==> src/rtl/nfc_mif_wr_pkg.sv <==
// Shared definitions for the write-direction memory interface:
// bus width, FSM state encodings and ECC parity lengths.
package nfc_mif_wr_pkg;

   localparam int unsigned DAT_WID_DEF = 16;

   typedef enum logic [1:0] {
      MIF_WR_IDLE = 2'b00,
      MIF_WR_DAT  = 2'b01,
      MIF_WR_SPA  = 2'b10,
      MIF_WR_ECC  = 2'b11
   } mif_wr_state_e;

   localparam logic [4:0] ECC_LEN_18 = 5'd18;
   localparam logic [4:0] ECC_LEN_25 = 5'd25;

   function automatic logic [4:0] ecc_par_len(input logic [1:0] len_code);
      logic [4:0] len;
      case (len_code)
         2'b01:   len = ECC_LEN_18;
         2'b10:   len = ECC_LEN_25;
         default: len = 5'd0;
      endcase
      return len;
   endfunction

endpackage

==> src/rtl/nfc_mif_wr_seg.sv <==
// Segment length select for the current FSM state and last-byte detect.
module nfc_mif_wr_seg
   import nfc_mif_wr_pkg::*;
(
   input  mif_wr_state_e state_i,
   input  logic [11:0]   blk_cnt_i,
   input  logic [11:0]   blk_len_i,
   input  logic [3:0]    spa_len_i,
   input  logic [1:0]    ecc_len_i,
   output logic          seg_last_o
);

   logic [12:0] seg_len;

   always_comb begin
      seg_len    = '0;
      seg_last_o = 1'b0;
      case (state_i)
         // A zero block length is treated as a full 4096-byte block.
         MIF_WR_DAT: seg_len = (blk_len_i == 12'd0) ? 13'd4096 : {1'b0, blk_len_i};
         MIF_WR_SPA: seg_len = {9'd0, spa_len_i};
         MIF_WR_ECC: seg_len = {8'd0, ecc_par_len(ecc_len_i)};
         default:    seg_len = '0;
      endcase
      seg_last_o = (seg_len != 13'd0) && ({1'b0, blk_cnt_i} == (seg_len - 13'd1));
   end

endmodule

==> src/rtl/nfc_mif_wr.sv <==
// Flash->RAM memory interface: stores data/spare bytes into the 16-bit
// buffer RAM and forwards data, spare and parity bytes to the ECC decoder.
module nfc_mif_wr
   import nfc_mif_wr_pkg::*;
#(
   parameter int unsigned DAT_WID = DAT_WID_DEF
) (
   input  logic               clk,
   input  logic               rst,
   input  logic               nfc_dat_en,
   input  logic               nfc_dat_dir,
   input  logic [11:0]        nfc_blk_len,
   input  logic [3:0]         nfc_spa_len,
   input  logic               nfc_spa_en,
   input  logic               nfc_ecc_en,
   input  logic [1:0]         nfc_ecc_len,
   input  logic [13:0]        nfc_trn_cnt,
   input  logic [13:0]        nfc_dat_addr,
   input  logic [13:0]        nfc_spa_addr,
   input  logic               nfif_data_wr,
   input  logic [DAT_WID-1:0] nfif_data_out,
   output logic               nfif_wr_rdy,
   input  logic               ecc_dec_rdy,
   output logic               mif_ecc_wr,
   output logic [7:0]         mif_ecc_dat,
   output logic               mif_ecc_par,
   output logic               mif_blk_done,
   output logic               mif_wr_done,
   output logic [12:0]        nfc_ram_addr,
   output logic               nfc_ram_cen,
   output logic [1:0]         nfc_ram_wen,
   output logic [15:0]        nfc_ram_din
);

   mif_wr_state_e state_q, state_d;
   logic [13:0]   dat_ptr_q, dat_ptr_d;
   logic [13:0]   spa_ptr_q, spa_ptr_d;
   logic [11:0]   blk_cnt_q, blk_cnt_d;
   logic [13:0]   tot_cnt_q, tot_cnt_d;
   logic          blk_done_d, wr_done_d;
   logic          acc, seg_last, tot_last, eob, spa_go, ecc_go;
   logic [13:0]   act_ptr;
   logic [7:0]    byte_in;
   logic          unused_hi;

   assign byte_in   = nfif_data_out[7:0];
   assign unused_hi = ^nfif_data_out[DAT_WID-1:8];

   assign nfif_wr_rdy = (state_q != MIF_WR_IDLE) & (ecc_dec_rdy | ~nfc_ecc_en);
   assign acc         = nfif_data_wr & nfif_wr_rdy;
   assign spa_go      = nfc_spa_en & (nfc_spa_len != 4'd0);
   assign ecc_go      = nfc_ecc_en & ((nfc_ecc_len == 2'b01) | (nfc_ecc_len == 2'b10));
   assign tot_last    = (tot_cnt_q == (nfc_trn_cnt - 14'd1));
   assign act_ptr     = (state_q == MIF_WR_SPA) ? spa_ptr_q : dat_ptr_q;

   nfc_mif_wr_seg u_seg (
      .state_i    (state_q),
      .blk_cnt_i  (blk_cnt_q),
      .blk_len_i  (nfc_blk_len),
      .spa_len_i  (nfc_spa_len),
      .ecc_len_i  (nfc_ecc_len),
      .seg_last_o (seg_last)
   );

   always_comb begin
      state_d    = state_q;
      dat_ptr_d  = dat_ptr_q;
      spa_ptr_d  = spa_ptr_q;
      blk_cnt_d  = blk_cnt_q;
      tot_cnt_d  = tot_cnt_q;
      blk_done_d = 1'b0;
      wr_done_d  = 1'b0;
      eob        = 1'b0;
      if (state_q == MIF_WR_IDLE) begin
         if (nfc_dat_en && !nfc_dat_dir && (nfc_trn_cnt != 14'd0)) begin
            state_d   = MIF_WR_DAT;
            dat_ptr_d = nfc_dat_addr;
            spa_ptr_d = nfc_spa_addr;
            blk_cnt_d = '0;
            tot_cnt_d = '0;
         end
      end else begin
         if (acc) begin
            tot_cnt_d = tot_cnt_q + 14'd1;
            blk_cnt_d = blk_cnt_q + 12'd1;
            if (state_q == MIF_WR_DAT) dat_ptr_d = dat_ptr_q + 14'd1;
            if (state_q == MIF_WR_SPA) spa_ptr_d = spa_ptr_q + 14'd1;
            if (seg_last) begin
               blk_cnt_d = '0;
               case (state_q)
                  MIF_WR_DAT: begin
                     if (spa_go)      state_d = MIF_WR_SPA;
                     else if (ecc_go) state_d = MIF_WR_ECC;
                     else             eob     = 1'b1;
                  end
                  MIF_WR_SPA: begin
                     if (ecc_go) state_d = MIF_WR_ECC;
                     else        eob     = 1'b1;
                  end
                  default: eob = 1'b1;
               endcase
            end
            if (eob) begin
               blk_done_d = 1'b1;
               state_d    = MIF_WR_DAT;
            end
            // Transfer end wins over any segment transition, even mid-segment.
            if (tot_last) begin
               state_d   = MIF_WR_IDLE;
               wr_done_d = 1'b1;
            end
         end
         if (!nfc_dat_en) state_d = MIF_WR_IDLE;
      end
   end

   always_ff @(posedge clk or posedge rst) begin
      if (rst) begin
         state_q      <= MIF_WR_IDLE;
         dat_ptr_q    <= '0;
         spa_ptr_q    <= '0;
         blk_cnt_q    <= '0;
         tot_cnt_q    <= '0;
         mif_ecc_wr   <= 1'b0;
         mif_ecc_dat  <= '0;
         mif_ecc_par  <= 1'b0;
         mif_blk_done <= 1'b0;
         mif_wr_done  <= 1'b0;
         nfc_ram_addr <= '0;
         nfc_ram_cen  <= 1'b1;
         nfc_ram_wen  <= 2'b11;
         nfc_ram_din  <= '0;
      end else begin
         state_q      <= state_d;
         dat_ptr_q    <= dat_ptr_d;
         spa_ptr_q    <= spa_ptr_d;
         blk_cnt_q    <= blk_cnt_d;
         tot_cnt_q    <= tot_cnt_d;
         mif_blk_done <= blk_done_d;
         mif_wr_done  <= wr_done_d;
         mif_ecc_wr   <= acc & nfc_ecc_en;
         if (acc) begin
            mif_ecc_dat <= byte_in;
            mif_ecc_par <= (state_q == MIF_WR_ECC);
         end
         if (acc && ((state_q == MIF_WR_DAT) || (state_q == MIF_WR_SPA))) begin
            nfc_ram_cen  <= 1'b0;
            nfc_ram_addr <= act_ptr[13:1];
            nfc_ram_din  <= {byte_in, byte_in};
            nfc_ram_wen  <= act_ptr[0] ? 2'b01 : 2'b10;
         end else begin
            nfc_ram_cen <= 1'b1;
            nfc_ram_wen <= 2'b11;
         end
      end
   end

endmodule
==> config.mk <==
export PLATFORM = sky130hd
export DESIGN_NAME = nfc_mif_wr
export DESIGN_NICKNAME = d
export VERILOG_FILES = /design/src/rtl/nfc_mif_wr_pkg.sv /design/src/rtl/nfc_mif_wr_seg.sv /design/src/rtl/nfc_mif_wr.sv
export SDC_FILE = /design/constraint.sdc
export NUM_CORES = 1
export LEC_CHECK = 0
export BUFFER_PORTS_ARGS = -buffer_cell sky130_fd_sc_hd__buf_2
export CAP_MARGIN = 20
export CELL_PAD_IN_SITES_DETAIL_PLACEMENT = 1
export CELL_PAD_IN_SITES_GLOBAL_PLACEMENT = 2
export CORE_MARGIN = 4
export CORE_UTILIZATION = 33
export DETAILED_ROUTE_END_ITERATION = 10
export PLACE_DENSITY = 0.82
export SLEW_MARGIN = 25
export SYNTH_ARGS = -nofsm -noshare
export SYNTH_HDL_FRONTEND = slang
export SYNTH_HIERARCHICAL = 1
export SYNTH_SLANG_ARGS = --single-unit
==> constraint.sdc <==
create_clock -name clk -period 4.2 [get_ports clk]
set_input_delay 0.21 -clock clk [delete_from_list [all_inputs] [get_ports clk]]
set_output_delay 0.21 -clock clk [all_outputs]
set_load 0.05 [all_outputs]
# Yosys cells after proc, flatten, opt, wreduce, memory -nomap -nowiden
# Cells that the tools add are included.
# totals
input_bits,84
elab_cells,102
register_bits,100
out_inout_bits,45
# classes
muxes,44
bitwise,8
addsub,6
n_eq_ne,11
n_reduce_logical,19
# op_table
cell,n
$mux 14,12
$mux 12,4
$add 14x1->14 const B,3
$pmux 13 s3,1
$mux 2,11
$eq 14x14->1,1
$reduce_bool 14->1,1
$sub 14x1->14 const B,1
$eq 12x13->1,1
$mux 13,1
$reduce_bool 13->1,1
$sub 13x1->13 const B,1
$add 12x1->12 const B,1
$logic_not 12->1,1
$mux 1,12
$pmux 5 s2,1
$reduce_bool 2->1,4
$eq 2x2->1 const B,3
$ne 6x1->1 const B,1
$reduce_and 3->1,2
$and 1x1->1,5
$ne 5x1->1 const B,1
$eq 2x1->1 const B,2
$logic_and 1x1->1,4
other kinds (12),13

# Logic depth before layout (Yosys ltp)
# Gate-level depths: netlist of the first run.
# depth
word_depth,14
depth_mapped,14
ltp_nobuf,14

# Cells and area by module
# Netlist of the first run, hierarchy kept.
# modules_own_cells
module,seq_area_each_um2,cells_per_inst,area_each_um2,n_inst
nfc_mif_wr,2306.0,585,5215.0,1
nfc_mif_wr_seg,0.0,112,820.8,1

# Least setup slack after synthesis of the first run
# Ideal clock, no wire load.
# synth_path
kind,reg-to-reg
startpoint,reg state_q[1]
endpoint,reg state_q[1]
setup_ns,0.083
path_stages_with_launch,15
path_buffers,2
t_arrival_ns,3.282
required_time_ns,4.117
period_less_slack_ns,3.364
path_slack_ns,0.836
path_cell_list,dfrtp_1 > buf_6 > buf_2 > mux2_2 > a22oi_1 > ha_1 > o21ai_2 > or3_1 > a211oi_2 > o2111ai_1 > nor4_2 > nand2_1 > nor4b_1 > o21ai_0 > o21ai_0
# synth_via
elab_chain_len,13
word_cells_on_any_way,30
classes_between,add/sub (1); eq/ne (8); mux (14); bitwise (2); reduce/logical (5)
# synth_lines
item,line,text
from (decl),nfc_mif_wr.sv:35,"mif_wr_state_e state_q, state_d;"
from (signal assigned),nfc_mif_wr.sv:134,state_q <= state_d;
$eq 2x2->1 / $eq 2x1->1 (equally long branches),nfc_mif_wr_seg.sv:18,case (state_i)
$pmux 13 s3 (*),nfc_mif_wr_seg.sv:18,
$sub 13x1->13,nfc_mif_wr_seg.sv:25,"seg_last_o = (seg_len != 13'd0) && ({1'b0, blk_cnt_i} == (seg_len - 13'd1));"
$eq 12x13->1,nfc_mif_wr_seg.sv:25,
$logic_and 1x1->1 (*),nfc_mif_wr_seg.sv:25,
net seg_last,nfc_mif_wr.sv:41,"logic acc, seg_last, tot_last, eob, spa_go, ecc_go;"
$mux 1,nfc_mif_wr.sv:88,if (seg_last) begin
$mux 1,nfc_mif_wr.sv:83,if (acc) begin
$mux 1,nfc_mif_wr.sv:74,if (state_q == MIF_WR_IDLE) begin
$mux 2,nfc_mif_wr.sv:103,if (eob) begin
$mux 2,nfc_mif_wr.sv:108,if (tot_last) begin
$mux 2,nfc_mif_wr.sv:83,
$mux 2,nfc_mif_wr.sv:113,if (!nfc_dat_en) state_d = MIF_WR_IDLE;
$mux 2,nfc_mif_wr.sv:74,
# Mark *: on every way through the listed nets, which the timed path passes. The rest lies on a longest branch. The select of a mux whose other input is x is not followed.
# A chain may end at the register's enable or synchronous reset.

# Final worst setup path of the first run
# Same ends and word-level chain as after synthesis.

==> run_results.csv, run 1 <==
group,metric,value,unit
cells_and_area,layout_common_cells,"buf_2, dfrtp_1, nand2_1",
grt,grt_pass1_vias,6062,
run,cap_violations,0,
timing,hold_viol,0,
timing,clock_skew,0.00751,ns
setup_path,r2r_slack,0.39,ns
synth,synth-async-reset-ratio,100,%
cells_and_area,diodes,0,
setup_path,start_kind,"register",
place,dpl.hpwl,14.4,mm
synth,synth_edf_count,0,
hold_path,holdCritPathClass,"in -> reg",
floorplanning,num_rows,49,
power,p_per_area,647,nW/um2
floorplanning,core_region_area,18000,um2
drt,ant_nets,0,
power,ir_drop,0.346,mV
clock_tree,cts_root_buf,"clkbuf_16",
drt,vias_per_cell,5.55,
synth,synth_cells,697,
drt,routed_wl,19.1,mm
cells_and_area,post_route_cells_drive_above_1_share,22.1,%
grt,antenna_found_initial,0,
setup_path,arrival,4.07,ns
clock_tree,cts_buffers,9,
setup_path,rr_startpoint,"state_q[1]",
cells_and_area,syn2layout_area_growth,17.2,%
timing,finalSetupViolCount,0,
floorplanning,ios,129,
timing,hold_ws,0.0692,ns
clock_tree,cts_sinks,92,
synth,netlist_top_cells_area,"dfrtp_1, o21ai_0, nand2_1",
timing,drv_slew,0,
synth,synth_cell_types,78,
clock_tree,cts_buffer_depth,2,
synth,synth_area_leader_cell,"dfrtp_1",
cells_and_area,layout_commonest_cell,"buf_2",
timing,relSlewSlack,46.5,%
timing,tns,0,ns
clock_tree,path_clk_slew,0.07,ns
synth,ys_seq_area_share,38.2,%
synth,ys_seq_elements,92,
power,leakage,3.07,nW
setup_path,endpoint,"state_q[1]",
clock_tree,htreeDepth,3,
clock_tree,cts_tree,"built",
synth,ys_warn_count,6,
clock_tree,postCtsSetupRepairBufs,0,
drt,vias,5716,
drt,drc,0,
grt,grt_pass1_wl,31.5,mm
synth,avgSynthCellArea,8.66,um2
synth,netlist_area,6040,um2
outcome,status,"complete, no violations",
synth,dominantRegCellSynth,"dfrtp_1",
drt,post_drt_wl_per_cell,18.6,um
setup_path,worst_ep_required_time,4.46,ns
place,gp_congestion,0.836,
synth,synth_top_area_share,36.9,%
drt,drt-initial-drc-count,268,
floorplanning,start_util,33.6,%
setup_path,r2r_cells,12,
timing,finalWorstPathRequiredPeriod,3.81,ns
timing,max_freq,263,MHz
place,port_buffers,120,
floorplanning,die_h,143,um
timing,post-route-period-util,90.6,%
timing,worst_slew_pin_slew,0.800,ns
grt,grt_max_degree,52,
setup_path,path_max_fanout,18,
floorplanning,die-area,20500,um2
cells_and_area,layout.nets,892,
drt,drt_pre_antenna_iters,6,
setup_path,r2r-end,"state_q[1]",
power,power.total,4.58,mW
setup_path,critPathLaunch,"state_q[1]",
cells_and_area,fin_util,39.4,%
setup_path,endpoint_kind,"register",
setup_path,worstSetupPathType,"reg -> reg",
timing,rsz0062_at_grt,"no",
grt,grt_usage,18.9,%
grt,overflow,0,
clock_tree,insertion_delay,0.35,ns
floorplanning,die_w,143,um
synth,synth_nets,793,
## layer usage
metal  routed length [um]  global-route usage (%)
met5                    0                       0
met3                  810                    2.81
met1                 8500                    24.8
met2                 9600                    33.1
met4                  212                    4.36
## kinds of logic after synthesis
family,synth area share [%]
muxes,5.93
and+or+nand+nor,23.4
AOI/OAI and AO/OA,18.7
xor gates and xnor gates,7.11
DFF,38.2
buffers and inverters,4.19
adders and majority gates,2.49
## area by class of cell
class,instances,area (um2)
clock buffers,11,233
clock inverters,5,37.5
fillers,2169,10900
inverters,11,42.5
multi-input cells,551,3480
flip-flops and latches,92,2310
well taps,229,287
repair buffers,131,686
## power breakdown
part	leakage, nW	internal (mW)	switching (mW)
Clock	0.126	0.404	0.366
Combinational	1.78	0.702	1.61
Sequential	1.17	1.18	0.316
## cell usage after synthesis, types with 4 or more instances
cell type / count
a22oi_1: 4
and3_1: 15
nor2b_1: 9
o21a_1: 4
clkbuf_1: 27
dfrtp_1: 89
nand2b_1: 6
a31oi_1: 9
or3_1: 10
nor4_1: 12
o22ai_1: 10
buf_2: 4
mux2i_1: 23
a21oi_1: 42
nand4_1: 19
and2_1: 5
xnor2_1: 25
nor3b_1: 5
nand3_1: 16
nand2_1: 86
inv_1: 11
nor4b_1: 4
nor2_1: 52
nor3_1: 15
buf_4: 8
o21ai_0: 66
ha_1: 12
mux2_2: 10
xor2_1: 24
## stage by stage
stage	instances	setup WS, ns	area (um2)
6_report	1030	0.394	7070
2_1_floorplan	697	0.836	6040
3_3_place_gp	1013	0.648	6790
3_5_place_dp	1013	0.480	6790
4_1_cts	1030	0.447	7070
5_1_grt	1030	0.0838	7070
## worst min path at each step
stage,slack [ns],endpoint,startpoint,cells past startpoint
after floorplan,0.32,mif_ecc_dat[0],nfif_data_out[0],2
after global placement,0.35,nfc_ram_din[10],rst,2
after detailed placement,0.37,nfc_ram_din[10],rst,2
after CTS,0.06,mif_ecc_dat[7],nfif_data_out[7],3
after global routing,0.06,mif_ecc_dat[6],nfif_data_out[6],3
final,0.07,mif_ecc_dat[6],nfif_data_out[6],3
## registers in the layout (all words and copies together), names as in the netlist
signal	flops
mif_wr_done	1
spa_ptr_q	14
blk_cnt_q	12
mif_ecc_dat	8
nfc_ram_cen	1
mif_blk_done	1
nfc_ram_din	8
dat_ptr_q	14
mif_ecc_par	1
nfc_ram_wen	2
mif_ecc_wr	1
nfc_ram_addr	13
state_q	2
tot_cnt_q	14
## timing repair
| action | in CTS | in global routing |
|---|---|---|
| hold buffers | 1 | 0 |
| hold endpoints to repair | 40 | 0 |
| resized for setup | 0 | 0 |
## worst max-delay path: stages (launching register included)
cell	delay, ns
dfrtp_1	0.70
mux2_2	0.41
a22oi_2	0.20
ha_1	0.26
o21ai_2	0.15
or3_1	0.40
a211oi_2	0.21
o2111ai_1	0.16
nor4_2	0.48
nand2_1	0.15
nor4b_1	0.30
o21ai_0	0.11
o21ai_0	0.19
No activity file was read; power rests on OpenSTA's default activity.
==> run 2: changes to the inputs <==
--- a/config.mk
+++ b/config.mk
@@ -12,7 +12,7 @@
 export CORE_MARGIN = 4
 export CORE_UTILIZATION = 33
 export DETAILED_ROUTE_END_ITERATION = 10
-export PLACE_DENSITY = 0.82
+export PLACE_DENSITY_LB_ADDON = 0.15
 export SLEW_MARGIN = 25
 export SYNTH_ARGS = -nofsm -noshare
 export SYNTH_HDL_FRONTEND = slang
==> run 2 against run 1 <==
  * Clock skew is 0.0027 ns higher
  * Setup slack improved by 0.17 ns
  * Via count decreased by 2.9%
  * Fmax is 4.8% higher
  * Critical path depth did not move
  * Highest routed layer unchanged
==> run_results.csv, run 2 (synthesized netlist as in run 1, its figures left out) <==
group,metric,value,unit
drt,wl_met1,8.55,mm
timing,rsz0062_at_grt,"no",
power,p_per_area,662,nW/um2
grt,grt_pass1_vias,5913,
floorplanning,start_util,33.6,%
clock_tree,postCtsSetupRepairBufs,0,
drt,highest_layer,"met4",
floorplanning,die-area,20500,um2
drt,vias,5550,
drt,wl_met2,9.32,mm
cells_and_area,layout_commonest_cell,"buf_2",
floorplanning,num_rows,49,
setup_path,arrival,3.90,ns
timing,setup_slack,0.568,ns
cells_and_area,layout.nets,892,
cells_and_area,diodes,0,
drt,routed_wl,18.7,mm
drt,drc,0,
drt,drt_pre_antenna_iters,4,
timing,worst_slew_pin_slew,0.847,ns
setup_path,worst_ep_required_time,4.47,ns
drt,drt-initial-drc-count,214,
floorplanning,ios,129,
cells_and_area,reg_top3,"dat_ptr_q x14, spa_ptr_q x14, tot_cnt_q x14",
setup_path,path_max_fanout,14,
drt,post_drt_wl_per_cell,18.1,um
timing,tns,0,ns
cells_and_area,fillers,2152,
power,pwr-share-comb,48.0,%
place,port_buffers,120,
grt,grt_pass1_wl,30.7,mm
timing,clock_skew,0.0102,ns
clock_tree,insertion_delay,0.35,ns
place,post-place-ws,0.628,ns
floorplanning,core_region_area,18000,um2
timing,max_freq,275,MHz
setup_path,worstSetupPathType,"reg -> reg",
cells_and_area,post_route_cells_drive_above_1_share,22.2,%
clock_tree,cts_root_buf,"clkbuf_16",
cells_and_area,layout_common_cells,"buf_2, dfrtp_1, nand2_1",
place,dpl-instance-area,6790,um2
setup_path,endpoint_kind,"register",
timing,drv_slew,0,
floorplanning,die_h,143,um
cells_and_area,syn2layout_area_growth,18.5,%
clock_tree,htreeDepth,3,
cells_and_area,multi_input_area,3480,um2
place,gp_congestion,0.854,
drt,wl_met3,583,um
drt,vias_per_cell,5.39,
power,leakage,3.12,nW
grt,antenna_found_initial,0,
power,ir_drop,0.310,mV
power,power.total,4.73,mW
power,swShare,48.0,%
clock_tree,cts_buffer_depth,2,
power,power_frac_clock,20.3,%
cells_and_area,seq_area,2310,um2
timing,post-route-period-util,86.5,%
grt,grt_max_degree,58,
place,dpl.hpwl,14.2,mm
cells_and_area,final_area,7150,um2
power,p_seq_share,31.7,%
floorplanning,die_w,143,um
outcome,status,"complete, no violations",
setup_path,r2r_slack,0.57,ns
clock_tree,cts_tree,"built",
grt,grt_usage,18.5,%
clock_tree,cts_buffers,9,
timing,finalSetupViolCount,0,
timing,finalWorstPathRequiredPeriod,3.63,ns
run,cap_violations,0,
grt,overflow,0,
timing,hold_viol,0,
clock_tree,path_clk_slew,0.07,ns
power,internal_power,2.46,mW
drt,ant_nets,0,
power,p_switching,2.27,mW
hold_path,holdCritPathClass,"in -> reg",
timing,relSlewSlack,43.3,%
clock_tree,cts_sinks,92,
setup_path,start_kind,"register",
## run 2: changes by cell type in the layout (fill, tap and decap cells not counted)
cell | previous run | this run
bufinv_16 | 0 | 3
ha_2 | 1 | 0
clkinvlp_4 | 2 | 1
clkbuf_1 | 2 | 0
ha_1 | 11 | 12
inv_6 | 1 | 2
clkinv_2 | 2 | 1
## run 2: power groups by stage
stage | combinational, mW | sequential, mW | clock, mW
3_5_place_dp | 2.29 | 1.51 | 0
3_3_place_gp | 2.24 | 1.50 | 0
6_report | 2.27 | 1.50 | 0.961
5_1_grt | 2.50 | 1.55 | 1.03
4_1_cts | 2.29 | 1.50 | 0.987
2_1_floorplan | 1.33 | 1.88 | 0
## run 2: final timing paths
kind | startpoint | end | cells after the start
worst max-delay path | state_q[1] | state_q[1] | 12
worst min-delay path | nfif_data_out[0] | mif_ecc_dat[0] | 3
worst max register to register | state_q[1] | state_q[1] | 12
worst min register to register | mif_ecc_dat[2] | mif_ecc_dat[2] | 2
max in group asynchronous | rst | tot_cnt_q[6] | 4
min in group asynchronous | rst | nfc_ram_din[14] | 3
## run 2: critical path: stages, from the launching register on
cell and delay [ns]:
dfrtp_1 0.52, buf_4 0.25, nor2b_1 0.67, a21oi_1 0.13, o21ai_0 0.25, a21boi_0 0.13
o32a_1 0.36, nor4_2 0.29, buf_4 0.20, nand2_1 0.08, nor4b_1 0.36, o21ai_0 0.13
o21ai_0 0.17
## run 2: area by class of cell
type                       instances  share of cell area (%)
tap                              229                    4.01
clock buffer                       9                    3.15
multi-input combinational        551                    48.7
timing repair buffer             131                    9.59
clock inverter                     7                    1.68
inverter                          11                   0.647
sequential                        92                    32.2
## run 2: stage by stage
step / std cells / hold slack, ns / utilization [%]
5_1_grt: 1030 / 0.0693 / 39.8
3_5_place_dp: 1013 / 0.297 / 37.8
4_1_cts: 1030 / 0.0570 / 39.8
2_1_floorplan: 697 / 0.315 / -
3_3_place_gp: 1013 / 0.418 / 37.8
6_report: 1030 / 0.0613 / 39.8
## run 2: routing by layer
| layer | track usage, % | up-vias |
|---|---|---|
| met5 | 0 | - |
| met4 | 4.51 | 0 |
| met3 | 2.71 | 16 |
| met2 | 32.3 | 92 |
| met1 | 24.3 | 2719 |
| li1 | - | 2723 |
## run 2: timing repair
item                                    in CTS  in global routing
endpoints found under the setup margin       0                  0
gates resized for setup                      0                  0
hold endpoints to repair                    53                  0
hold buffers                                 1                  0
